[config.mk]
export PLATFORM = sky130hd
export DESIGN_NAME = interrupt_sequencer
export DESIGN_NICKNAME = d
export VERILOG_FILES = /design/src/rtl/interrupt_sequencer.sv
export SDC_FILE = /design/constraint.sdc
export NUM_CORES = 1
export LEC_CHECK = 0
export BUFFER_PORTS_ARGS = -buffer_cell sky130_fd_sc_hd__buf_2
export CAP_MARGIN = 20
export CORE_MARGIN = 3
export CORE_UTILIZATION = 54
export DETAILED_ROUTE_END_ITERATION = 12
export GPL_TIMING_DRIVEN = 0
export PLACE_DENSITY = 0.85
export SETUP_SLACK_MARGIN = 0.05
export SYNTH_ARGS = -nofsm -noshare
export SYNTH_HDL_FRONTEND = slang
export SYNTH_SLANG_ARGS = --single-unit
[constraint.sdc]
create_clock -name clk -period 5.5 [get_ports clk]
set_clock_uncertainty 0.15 [all_clocks]
set_input_delay 0.275 -clock clk [delete_from_list [all_inputs] [get_ports clk]]
set_output_delay 0.275 -clock clk [all_outputs]
set_load 0.01 [all_outputs]
[src/rtl/interrupt_sequencer.sv]
// Interrupt entry sequencer: seven bus cycles that push PC and P, then
// fetch the selected vector and hand it back as a one-cycle PC load.
module interrupt_sequencer (
  input  logic        clk,
  input  logic        rst,
  input  logic        start,
  input  logic        src_reset,
  input  logic        src_nmi,
  input  logic        src_brk,
  input  logic        src_irq,
  input  logic        nmi_pend,
  input  logic [15:0] pc_in,
  input  logic [7:0]  p_in,
  input  logic [7:0]  sp_in,
  input  logic [7:0]  din,
  output logic [15:0] addr,
  output logic [7:0]  dout,
  output logic        we,
  output logic        sp_dec,
  output logic        set_i,
  output logic [15:0] pc_out,
  output logic        pc_load,
  output logic        busy,
  output logic        done,
  output logic        nmi_clr,
  output logic        int_clr
);

  // IDLE takes the eighth code so that S6 + 1 lands on it naturally.
  typedef enum logic [2:0] {
    ST_S0   = 3'd0,
    ST_S1   = 3'd1,
    ST_S2   = 3'd2,
    ST_S3   = 3'd3,
    ST_S4   = 3'd4,
    ST_S5   = 3'd5,
    ST_S6   = 3'd6,
    ST_IDLE = 3'd7
  } state_t;

  typedef enum logic [1:0] {
    SRC_IRQ   = 2'd0,
    SRC_BRK   = 2'd1,
    SRC_NMI   = 2'd2,
    SRC_RESET = 2'd3
  } src_t;

  state_t      state_q, state_d;
  src_t        src_q, src_d;
  src_t        src_sel;
  logic [15:0] pc_q, pc_d;
  logic [7:0]  p_q, p_d;
  logic [7:0]  sp_q, sp_d;
  logic        hijack_q, hijack_d;
  logic [7:0]  vec_lo_q, vec_lo_d;
  logic [15:0] pc_out_q, pc_out_d;
  logic        done_q, done_d;

  logic        vec_nmi;
  logic [15:0] vec_base;
  logic        maskable;

  // Source priority: reset > nmi > brk > irq; nothing flagged falls back to irq.
  always_comb begin
    casez ({src_reset, src_nmi, src_brk, src_irq})
      4'b1???: src_sel = SRC_RESET;
      4'b01??: src_sel = SRC_NMI;
      4'b001?: src_sel = SRC_BRK;
      default: src_sel = SRC_IRQ;
    endcase
  end

  // Vector selection; a maskable source is redirected to the NMI vector once hijacked.
  always_comb begin
    maskable = (src_q == SRC_IRQ) || (src_q == SRC_BRK);
    vec_nmi  = (src_q == SRC_NMI) || (maskable && hijack_q);
    if (vec_nmi)
      vec_base = 16'hFFFA;
    else if (src_q == SRC_RESET)
      vec_base = 16'hFFFC;
    else
      vec_base = 16'hFFFE;
  end

  // Next-state and datapath register updates.
  always_comb begin
    state_d  = state_q;
    src_d    = src_q;
    pc_d     = pc_q;
    p_d      = p_q;
    sp_d     = sp_q;
    hijack_d = hijack_q;
    vec_lo_d = vec_lo_q;
    pc_out_d = pc_out_q;
    done_d   = 1'b0;
    case (state_q)
      ST_IDLE: begin
        if (start) begin
          state_d  = ST_S0;
          pc_d     = pc_in;
          p_d      = p_in;
          sp_d     = sp_in;
          src_d    = src_sel;
          hijack_d = 1'b0;
        end
      end
      ST_S0, ST_S1: begin
        state_d = state_t'(state_q + 3'd1);
        if (nmi_pend && maskable) hijack_d = 1'b1;
      end
      ST_S2, ST_S3, ST_S4: begin
        state_d = state_t'(state_q + 3'd1);
        sp_d    = sp_q - 8'd1;
        if (nmi_pend && maskable) hijack_d = 1'b1;
      end
      ST_S5: begin
        state_d  = ST_S6;
        vec_lo_d = din;
      end
      ST_S6: begin
        state_d  = ST_IDLE;
        pc_out_d = {din, vec_lo_q};
        done_d   = 1'b1;
      end
      default: state_d = ST_IDLE;
    endcase
  end

  // State and datapath registers with synchronous reset.
  always_ff @(posedge clk) begin
    if (rst) begin
      state_q  <= ST_IDLE;
      src_q    <= SRC_IRQ;
      pc_q     <= 16'h0000;
      p_q      <= 8'h00;
      sp_q     <= 8'h00;
      hijack_q <= 1'b0;
      vec_lo_q <= 8'h00;
      pc_out_q <= 16'h0000;
      done_q   <= 1'b0;
    end else begin
      state_q  <= state_d;
      src_q    <= src_d;
      pc_q     <= pc_d;
      p_q      <= p_d;
      sp_q     <= sp_d;
      hijack_q <= hijack_d;
      vec_lo_q <= vec_lo_d;
      pc_out_q <= pc_out_d;
      done_q   <= done_d;
    end
  end

  // Bus and strobe outputs decoded from the current state.
  always_comb begin
    addr    = 16'h0000;
    dout    = 8'h00;
    we      = 1'b0;
    sp_dec  = 1'b0;
    set_i   = 1'b0;
    nmi_clr = 1'b0;
    int_clr = 1'b0;
    busy    = (state_q != ST_IDLE);
    done    = done_q;
    pc_load = done_q;
    pc_out  = pc_out_q;
    case (state_q)
      ST_S0, ST_S1: addr = pc_q;
      ST_S2: begin
        addr   = {8'h01, sp_q};
        dout   = pc_q[15:8];
        we     = (src_q != SRC_RESET);
        sp_dec = 1'b1;
      end
      ST_S3: begin
        addr   = {8'h01, sp_q};
        dout   = pc_q[7:0];
        we     = (src_q != SRC_RESET);
        sp_dec = 1'b1;
      end
      ST_S4: begin
        addr   = {8'h01, sp_q};
        dout   = {p_q[7:6], 1'b1, (src_q == SRC_BRK), p_q[3:0]};
        we     = (src_q != SRC_RESET);
        sp_dec = 1'b1;
      end
      ST_S5: begin
        addr    = vec_base;
        set_i   = 1'b1;
        nmi_clr = vec_nmi;
      end
      ST_S6: begin
        addr    = vec_base + 16'd1;
        int_clr = 1'b1;
      end
      default: ;
    endcase
  end

endmodule

==> summary by stage, run 1 <==
Clock network
The buffer levels on the longest clock path is 2. The H-tree was split into 3 levels. For this design, the CTS-stage hold fixing added 0 buffers. The CTS tree is done.

Post-CTS timing repair inserted 0 buffers for setup. The number of cells upsized or downsized after cts is 0. The clock latency on the worst-skew pair is 350 ps. The number of buffers inserted during clock tree synthesis is 9.

The buffer type at the clock tree root is sky130_fd_sc_hd__clkbuf_8. The number of sinks handled by clock tree synthesis is 61. After clock tree synthesis, the clock-pin slew on the worst setup and hold paths is 70 ps.

Job
Max-cap violations in this run came to 0.

Die
The area inside the core boundary is 0.00494 mm2. During I/O placement, the number of pins put on the boundary was 96. For this configuration, the core starts out at a cell density of 58.2%. The floorplan die height is 79.0 um. The standard-cell row count is 25. The die is 79.0 um wide. The die covers 0.00624 mm2.

Synth
In the post-synthesis netlist, the biggest area contributors are sky130_fd_sc_hd__dfxtp_1, sky130_fd_sc_hd__nand2_1, sky130_fd_sc_hd__a21oi_1. The synthesized netlist net count is 435. Summing the sequential cell areas from Yosys gives 42.5% of the chip area.

The cell taking the most area after synthesis is sky130_fd_sc_hd__dfxtp_1. After synthesis the cells add up to 0.00288 mm2. For this run, the number of Yosys warnings is 0. A synthesized cell averages 7.57 um2. The async set-or-reset flop fraction in the synthesized netlist is 0%. The cell count after synthesis came out at 380. The fraction of post-synthesis cell area in the top cell type by area is 42.5%. The number of storage elements in the synthesis netlist is 61. Counting flops with a built-in enable in the synthesized netlist gives 0. The number of different library cells in the post-synthesis netlist is 49. The main flop type after synthesis is sky130_fd_sc_hd__dfxtp_1.

Global route
The number of global-route vias before repair came to 2985. The overall routing resource usage is 29.3%. The wire length of the first global-routing pass is 14.2 mm. The number of antenna violations at the first check in global routing is 0. The largest net degree at the start of global routing is 12. After global routing the overflow that remains totals 0.

STA
The total setup violations reported at the end of the flow is 0. Across all hold checks on the routed design, the worst slack comes to 7.49 ps. The tightest slew margin relative to the limit is 53.4%. For the pin with the worst max-slew slack, the measured transition is 697 ps. The smallest clock period supported by the final layout is computed as 2970 ps. The final worst-path cycle share is 54.0%. The setup TNS is 0 ps. The hold violation total from the final report came to 0.

The total count of max-transition violations in the final report is 0. The highest attainable clock frequency is 0.337 GHz. The worst path meets setup with 2530 ps of slack. Setup repair after global routing left no endpoint under its margin.

Detailed routing
The final routed wirelength across all metal layers is 8.79 mm. The count of vias placed by the detailed router is 3157. The number of violations reported at the end of detailed-routing iteration 0 is 228. The first detailed-routing pass took 5 iterations. The detail-routed net length per standard cell is 15.9 um. The remaining antenna violation count is 0.

The post-detailed-route via-to-cell ratio is 5.70. The final routed DRC violation total is 0.

Cells and area
Once layout is done, the placed cells without fillers occupy 0.00366 mm2. Leaving out fill and tap cells, the most frequent cells in the layout are sky130_fd_sc_hd__nand2_1, sky130_fd_sc_hd__buf_2, sky130_fd_sc_hd__a21oi_1. The repair_antennas step left the layout with diodes totalling 0. The number of standard cells in the final layout excluding fillers is 554. The share of cells above drive strength 1 is 25.5%. The library cell used most frequently in the layout, excluding fill and tap cells, is sky130_fd_sc_hd__nand2_1. The number of nets in the layout is 537. The area added between synthesis and finish is 27.4%.

Worst setup path
The endpoint identified for the worst register-to-register timing path is pc_q[0]. STA puts the critical path data arrival time at 2550 ps. The depth of the most critical reg-to-reg path is 7. STA classifies the critical path endpoint as an output port. The required time of the critical path is 5080 ps. The setup slack of the worst register-to-register path is 3210 ps. The worst setup path is of the flip-flop to output port kind. Of all nets on the critical path, the largest fanout is 10. In this run the critical register-to-register path is launched from state_q[1]. The type of element launching the critical path is a flip-flop.

Outcome
The run finished with clean final reports.

Place
Summing all placed instances gives a cell area of 0.00342 mm2. Routability-driven placement finished with a final weighted congestion of 0.937. The total of buffers placed on input and output ports is 91. After legalization and detailed placement, the total HPWL measured 6.21 mm. Once placement completed, the tool counted placed cells totaling 538.

The worst slack at placement is 2930 ps.

Worst hold path
The classification of the worst-slack hold path is input port to flip-flop. The origin of the worst min-delay path is p_in[7]. Counting instances, the worst hold path has a depth of 3.

The end point of the worst hold path is p_q[7].

Pwr
Power spread over the standard cell area amounts to 595 mW/mm2. In this run the static leakage power is 1.61 nW. The worst IR drop on VDD is 362 uV.
where the power goes:
group | switching (mW) | total, mW | leakage, nW | internal, mW
Clock | 0.186 | 0.501 | 0.124 | 0.315
Sequential | 0.0846 | 0.629 | 0.498 | 0.544
Combinational | 0.662 | 1.05 | 0.992 | 0.389
how the worst max path moves through the flow:
stage	startpoint	to	slack [ps]	cells past startpoint
global route	state_q[0]	addr[1]	2360	8
CTS	state_q[0]	addr[1]	2540	8
global placement	state_q[0]	addr[1]	2990	8
floorplan	state_q[0]	addr[1]	3300	7
detailed placement	state_q[0]	addr[1]	2930	8
finish	state_q[0]	addr[1]	2530	8
sequential cells by signal, indices dropped and copies added, names as in the netlist:
signal    count
hijack_q      1
state_q       3
pc_out       16
vec_lo_q      8
sp_q          8
src_q         2
done          1
pc_q         16
p_q           6
stage by stage:
stage          power, mW  util [%]
6_report            2.18      74.2
5_1_grt             2.32      74.2
4_1_cts             2.17      74.2
3_5_place_dp        1.66      69.1
3_3_place_gp        1.65      69.1
2_1_floorplan       1.32         -
cell type report:
cell class | instances | area [um2]
clock buffer | 11 | 141
timing repair buffer | 91 | 455
buffer | 25 | 116
sequential | 61 | 1220
tap | 67 | 83.8
inverter | 16 | 60.1
multi-input combinational | 278 | 1480
fill | 416 | 1280
clock inverter | 5 | 108
cell usage after synthesis (2+ instances only):
library cell,n
sky130_fd_sc_hd__a22o_1,4
sky130_fd_sc_hd__a221o_1,3
sky130_fd_sc_hd__nand2b_1,2
sky130_fd_sc_hd__nor3_1,5
sky130_fd_sc_hd__clkbuf_1,14
sky130_fd_sc_hd__nor4_1,2
sky130_fd_sc_hd__nand3_1,3
sky130_fd_sc_hd__buf_2,6
sky130_fd_sc_hd__nand2_1,113
sky130_fd_sc_hd__nand2_2,3
sky130_fd_sc_hd__o22ai_1,2
sky130_fd_sc_hd__buf_4,2
sky130_fd_sc_hd__and2_1,3
sky130_fd_sc_hd__buf_1,2
sky130_fd_sc_hd__nor2b_1,2
sky130_fd_sc_hd__o21ai_0,7
sky130_fd_sc_hd__inv_1,15
sky130_fd_sc_hd__o32ai_1,4
sky130_fd_sc_hd__a21oi_1,62
sky130_fd_sc_hd__a211oi_1,6
sky130_fd_sc_hd__a31oi_1,3
sky130_fd_sc_hd__a222oi_1,6
sky130_fd_sc_hd__dfxtp_1,61
sky130_fd_sc_hd__nor2_1,19
sky130_fd_sc_hd__ha_1,7
cells by family (layout without fill, tap and decap cells):
| family | after synthesis | count (layout) | synth area share, % |
|---|---|---|---|
| fa+ha+maj | 7 | 7 | 3.04 |
| buf+inv | 41 | 148 | 6.13 |
| flops | 61 | 61 | 42.5 |
| simple gates | 161 | 161 | 23.8 |
| mux | 1 | 1 | 0.348 |
| compound gates | 109 | 109 | 24.2 |
worst max-delay path: stages (launching register included):
cell and delay (ps):
sky130_fd_sc_hd__dfxtp_1 410, sky130_fd_sc_hd__inv_1 110, sky130_fd_sc_hd__ha_1 290, sky130_fd_sc_hd__nand2_2 210, sky130_fd_sc_hd__inv_1 80, sky130_fd_sc_hd__nor2_1 540, sky130_fd_sc_hd__a21oi_1 140, sky130_fd_sc_hd__a221o_1 290
sky130_fd_sc_hd__buf_2 140
metal layers:
metal	wire [um]	part of all wire (%)	GRT usage (%)	up-vias
li1	-	-	-	1518
met1	3600	41	36.2	1446
met2	4270	49	49.4	172
met3	744	8.5	7.71	21
met4	172	2.0	9.97	0
met5	0	0	0	-
Power figures use the tool's default switching activity.
==> run 2: changes to the inputs <==
--- a/config.mk
+++ b/config.mk
@@ -8,10 +8,10 @@
 export BUFFER_PORTS_ARGS = -buffer_cell sky130_fd_sc_hd__buf_2
 export CAP_MARGIN = 20
 export CORE_MARGIN = 3
-export CORE_UTILIZATION = 54
+export CORE_UTILIZATION = 50
 export DETAILED_ROUTE_END_ITERATION = 12
 export GPL_TIMING_DRIVEN = 0
-export PLACE_DENSITY = 0.85
+export PLACE_DENSITY = 0.79
 export SETUP_SLACK_MARGIN = 0.05
 export SYNTH_ARGS = -nofsm -noshare
 export SYNTH_HDL_FRONTEND = slang
==> constraint.sdc (replaced) <==
create_clock -name clk -period 2.9 [get_ports clk]
set_clock_uncertainty 0.15 [all_clocks]
set_input_delay 0.145 -clock clk [delete_from_list [all_inputs] [get_ports clk]]
set_output_delay 0.145 -clock clk [all_outputs]
set_load 0.01 [all_outputs]
==> run 2 against run 1 <==
Effect of this change:
- sequential share of layout area shrank 2.8 points
- worst setup slack lost 2300 ps
- cell count grew 7.2%
- via count grew 5.3%
- largest power group unchanged
==> summary by stage, run 2 (synthesis results as in run 1) <==
Outcome
The run finished with clean final reports.

Cells and area
The number of antenna diodes came to 0 (unchanged). The library cell used most frequently in the layout, excluding fill and tap cells, is sky130_fd_sc_hd__nand2_1. The number of standard cells in the final layout excluding fillers is 594 (+7.2%).

The number of inserted filler cells in the final layout was 422 (+1.4%). The number of nets in the layout is 574 (+6.9%). The share of cells above drive strength 1 is 24.4% (-1.0 points). In the layout the commonest cells are sky130_fd_sc_hd__nand2_1, sky130_fd_sc_hd__buf_2, sky130_fd_sc_hd__a21oi_1. Relative to the synthesized area, the layout overhead comes to 39.5%.

Clock network
The clock-pin slew reported for the worst setup and hold paths after clock tree synthesis is 70 ps (about the same). The total number of H-tree levels was 3 (unchanged). TritonCTS built the clock tree. The clock latency on the worst-skew pair came to 340 ps (about the same). The buffer levels on the longest clock path is 2 (unchanged). The count of buffers added by post-CTS timing repair for setup is 0 (unchanged).

The number of sinks handled by clock tree synthesis was 61 (unchanged). The buffer type at the clock tree root is sky130_fd_sc_hd__clkbuf_8. The number of buffers inserted during clock tree synthesis is 9 (unchanged).

Global route
The overall routing resource usage came to 28.8% (-0.51 points). The number of global-route vias before repair is 3202 (+7.3%). The largest net degree at the start of global routing came to 12 (unchanged). The number of antenna violations at the first check in global routing is 0 (unchanged). The wire length of the first global-routing pass is 14.7 mm (+3.4%). The leftover overflow at the end of global routing was 0 (unchanged).

Worst setup path
By startpoint and endpoint, the worst setup path is classified as flip-flop to output port. The type of element launching the critical path is a flip-flop. The worst-path maximum fanout is 10 (unchanged). The required time of the critical path is 2610 ps (-2470 ps). The setup slack of the worst register-to-register path is 600 ps (-2610 ps).

The data arrival time of the critical path was 2360 ps (-190 ps). The nature of the critical path endpoint is an output port.

Die
The starting utilization of the core area is 53.9% (-4.3 points). The I/O pin count is 96 (unchanged). The overall die width is 81.9 um (+3.6%). The floorplan die height is 81.9 um (+3.6%). The area inside the core boundary is 0.00534 mm2 (+7.9%). The standard-cell row count is 26 (+4.0%). The die area is 0.00670 mm2 (+7.4%).

Detailed routing
The remaining antenna violation count is 0 (unchanged). The post-detailed-route via-to-cell ratio is 5.60 (-1.8%). The detail-routed net length per standard cell was 15.5 um (-2.0%).

The count of vias placed by the detailed router is 3324 (+5.3%). The final routed wirelength across all metal layers is 9.24 mm (+5.1%). The total iterations of the first detailed-routing run was 5 (unchanged). The final routed DRC violation total was 0 (unchanged). The number of violations reported at the end of detailed-routing iteration 0 is 289 (+27%).

STA
The hold violation total from the final report was 0 (unchanged). The routed design could run at a clock period as short as 2650 ps. The highest attainable clock frequency is 0.377 GHz. The transition at the pin with the smallest max-transition slack is 520 ps (-177 ps). The tightest slew margin relative to the limit came to 65.3% (+12 points). In the finished design, the share of the clock period the worst path needs comes to 91.5%. Setup repair after global routing left no endpoint under its margin. The total count of max-transition violations in the final report came to 0 (unchanged). The worst hold slack is 18.0 ps (+10.5 ps). The total setup violations reported at the end of the flow is 0 (unchanged). The setup TNS came to 0 ps (unchanged).

Job
The number of maximum-capacitance constraint violations came to 0 (unchanged).

Worst hold path
The worst hold path belongs to the class input port to flip-flop.

Place
The HPWL after detailed placement is 6.25 mm (+0.60%). The weighted congestion reported at the end of routability-driven placement is 0.926 (-1.2%). The count of placed standard cells including taps came to 541 (+0.56%). The total of buffers placed on input and output ports is 91 (unchanged).

Pwr
The power per cell area is 1020 mW/mm2 (+71%). The static leakage is 1.75 nW (+8.7%). The worst IR drop on VDD is 502 uV (+39%).
==> run 2: per-layer routing <==
metal	GRT usage, %	part of all wire, %
met5	0	0
met4	14.8	2.4
met3	3.95	8.3
met2	48.6	49
met1	35.7	40
==> run 2: report_power, final <==
part / switching, mW / internal [mW]
clock: 0.356 / 0.479
combinational: 1.27 / 0.778
sequential: 0.161 / 1.03
==> run 2: cell type report <==
cell class	instances	area (um2)	share of cell area [%]
plain buffers	25	120	2.99
clock buffers	9	124	3.09
clock inverters	7	90.1	2.25
inverters	16	60.1	1.50
multi-input cells	278	1480	36.9
flip-flops and latches	61	1220	30.5
well taps	70	87.6	2.18
repair buffers	128	826	20.6
==> run 2: worst paths after layout <==
path                             startpoint         to  depth (start not counted)
worst min register to register  vec_lo_q[4]  pc_out[4]                          2
worst min-delay path               nmi_pend   hijack_q                          3
worst max register to register   state_q[1]    pc_q[9]                          7
worst max-delay path             state_q[0]    dout[6]                          9
==> run 2: critical path, stage by stage, from the launching register on <==
cell and delay, ps:
sky130_fd_sc_hd__dfxtp_2 370, sky130_fd_sc_hd__inv_1 80, sky130_fd_sc_hd__ha_1 280, sky130_fd_sc_hd__or3_1 380, sky130_fd_sc_hd__buf_6 150, sky130_fd_sc_hd__nand2_2 110, sky130_fd_sc_hd__buf_4 200, sky130_fd_sc_hd__clkbuf_4 220
sky130_fd_sc_hd__nor2_1 80, sky130_fd_sc_hd__buf_2 150
==> run 2: timing repair <==
item,in CTS,in global routing
hold endpoints to repair,45,0
hold buffers,37,0
resized for setup,0,5
setup endpoints to repair,0,13
==> run 2: per-stage QoR <==
step                util, %  instance area, um2  setup slack [ps]  total power, mW
floorplan                 -                2880               830             2.51
detailed placement     64.1                3420               459             3.15
finish                 75.2                4010               246             4.08
global placement       64.1                3420               485             3.11
CTS                    75.0                4000              88.8             4.03
global route           75.2                4010               128             4.35
==> run 3: changes to the inputs <==
--- a/config.mk
+++ b/config.mk
@@ -11,7 +11,7 @@
 export CORE_UTILIZATION = 50
 export DETAILED_ROUTE_END_ITERATION = 12
 export GPL_TIMING_DRIVEN = 0
-export PLACE_DENSITY = 0.79
+export PLACE_DENSITY = 0.82
 export SETUP_SLACK_MARGIN = 0.05
 export SYNTH_ARGS = -nofsm -noshare
 export SYNTH_HDL_FRONTEND = slang
==> run 3 against run 2 <==
Effect of this change:
- via count rose by 1.5%
- critical path depth did not move
- cell count unchanged
- critical path type unchanged
- worst hold slack worse by 2.8 ps
- flip-flop and latch count unchanged
- register-to-register slack better by 30 ps
- maximum frequency shrank 0.86%
- largest power group unchanged
- sequential power barely moved
- sequential share of layout area hardly changed
- clock-buffer cell count stayed put
- utilization up 0.12 points
- clock power up 2%
- critical endpoint is now we
==> summary by stage, run 3 (synthesis results as in run 1) <==
Clock network
The clock-pin slew reported for the worst setup and hold paths after clock tree synthesis came to 70 ps (about the same). The clock latency on the worst-skew pair is 350 ps (about the same). The count of buffers added by post-CTS timing repair for setup came to 0 (unchanged). The number of sinks handled by clock tree synthesis is 61 (unchanged). The total number of H-tree levels came to 3 (unchanged).

The number of buffers inserted during clock tree synthesis came to 9 (unchanged). TritonCTS built the clock tree. The buffer levels on the longest clock path is 2 (unchanged). The buffer type at the clock tree root is sky130_fd_sc_hd__clkbuf_8.

Cells and area
The area added between synthesis and finish is 39.7%. The number of antenna diodes came to 0 (unchanged). The utilization after layout came to 75.3% (+0.12 points). The number of nets in the layout is 574 (unchanged). The share of cells above drive strength 1 came to 24.2% (-0.19 points). The number of standard cells in the final layout excluding fillers was 594 (unchanged). The library cells used most frequently in the layout, excluding fill and tap cells, are sky130_fd_sc_hd__nand2_1, sky130_fd_sc_hd__buf_2, sky130_fd_sc_hd__a21oi_1. The post-route cell area is 0.00402 mm2 (+0.16%). The library cell used most frequently in the layout, excluding fill and tap cells, is sky130_fd_sc_hd__nand2_1.

Global route
The largest net degree at the start of global routing is 13 (+1). The overall routing resource usage is 29.4% (+0.59 points). The wire length of the first global-routing pass is 15.0 mm (+1.9%). The number of global-route vias before repair was 3083 (-3.7%). The number of antenna violations at the first check in global routing is 0 (unchanged). The leftover overflow at the end of global routing was 0 (unchanged).

STA
The transition at the pin with the smallest max-transition slack is 568 ps (+48.0 ps). The total count of max-transition violations in the final report was 0 (unchanged). The post-route minimum period was 2680 ps (+23.0 ps). The total setup violations reported at the end of the flow is 0 (unchanged).

The setup TNS was 0 ps (unchanged). The highest attainable clock frequency was 0.374 GHz (-0.86%). The worst hold slack was 15.3 ps (-2.75 ps). The hold violation total from the final report came to 0 (unchanged). The final worst-path cycle share is 92.3% (+0.79 points).

The tightest slew margin relative to the limit is 62.1% (-3.2 points). The final critical-path setup slack is 223 ps (-23.0 ps). Setup repair after global routing left no endpoint under its margin.

Die
The starting utilization of the core area is 53.9% (unchanged). The standard-cell row count is 26 (unchanged). The die area is 0.00670 mm2 (unchanged). The area inside the core boundary was 0.00534 mm2 (unchanged).

The overall die width is 81.9 um (unchanged). The I/O pin count was 96 (unchanged). The floorplan die height is 81.9 um (unchanged).

Worst setup path
The longest individual stage delay on the worst path is 390 ps (about the same). Among all stages on the critical path, the largest delay is contributed by sky130_fd_sc_hd__or3_1. The required time of the critical path came to 2610 ps (about the same). The data arrival time of the critical path is 2380 ps (+20 ps). The worst-path maximum fanout is 10 (unchanged). Walking the worst path, the cells encountered are inv_1, ha_1, or3_1, buf_6, nand2_2, buf_4, clkbuf_4, a21oi_1, buf_2.

The depth of the most critical reg-to-reg path is 7 (unchanged). STA classifies the critical path endpoint as an output port. The kind of critical path is flip-flop to output port. The worst setup path is launched from a flip-flop.

Place
The worst slack at placement is 472 ps (+13.0 ps). The total of buffers placed on input and output ports is 91 (unchanged). The HPWL after detailed placement is 6.25 mm (about the same). The count of placed standard cells including taps was 541 (unchanged). The weighted congestion reported at the end of routability-driven placement is 0.930 (+0.45%).

The area of placed instances was 0.00342 mm2 (unchanged).

Pwr
The static leakage is 1.75 nW (-0.12%). The overall power consumption was 4.11 mW (+0.83%). The worst IR drop on VDD came to 499 uV (-0.50%). The power per cell area is 1020 mW/mm2 (+0.67%).

Worst hold path
The worst hold path belongs to the class input port to flip-flop. The count of cells along the worst hold path is 3 (unchanged).

Detailed routing
The final routed wirelength across all metal layers is 9.38 mm (+1.6%). The remaining antenna violation count is 0 (unchanged). The post-detailed-route via-to-cell ratio came to 5.68 (+1.5%). The count of vias placed by the detailed router came to 3375 (+1.5%). The total iterations of the first detailed-routing run is 6 (+1). The detail-routed net length per standard cell is 15.8 um (+1.6%). The final routed DRC violation total is 0 (unchanged). The number of violations reported at the end of detailed-routing iteration 0 came to 263 (-9.0%).

Outcome
The flow ran to the end, and the final reports show no timing, DRC or antenna violations.

Job
The number of maximum-capacitance constraint violations is 0 (unchanged).
## run 3: power by group
part	switching, mW	internal (mW)
Clock	0.365	0.488
Sequential	0.160	1.03
Combinational	1.29	0.776
Total	1.81	2.30
## run 3: routing by layer
metal  up-vias  GRT usage (%)  routed length [um]
li1       1586              -                   -
met1      1542           35.7                3650
met2       215           49.4                4520
met3        32           9.32                 960
met4         0           8.97                 252
met5         -              0                   0
## run 3: layout make-up
| class | instances | area, um2 |
|---|---|---|
| Buffer | 25 | 119 |
| Clock buffer | 9 | 124 |
| Clock inverter | 7 | 97.6 |
| Sequential cell | 61 | 1220 |
| Tap cell | 70 | 87.6 |
| Inverter | 16 | 60.1 |
| Timing Repair Buffer | 128 | 826 |
| Multi-Input combinational cell | 278 | 1480 |
| Fill cell | 417 | 1320 |
## run 3: final timing paths
kind / slack (ps) / start / endpoint
min: 20 / src_nmi / src_q[1]
min reg2reg: 300 / pc_out[11] / pc_out[11]
max reg2reg: 630 / state_q[1] / pc_q[4]
max: 220 / state_q[0] / we
## run 3: repair_timing
item | CTS | global route
endpoints found under the hold margin | 45 | 0
resized for setup | 0 | 3
hold buffers | 37 | 0
setup endpoints to repair | 0 | 12
## run 3: critical path, delay by kind of cell, from the launching register on
kind                     cells  cell delay (ps)
buffers and inverters        5              810
AND/OR/NAND/NOR              2              500
flip-flops                   1              370
adder cells (fa/ha/maj)      1              290
AO/OA/AOI/OAI                1               80
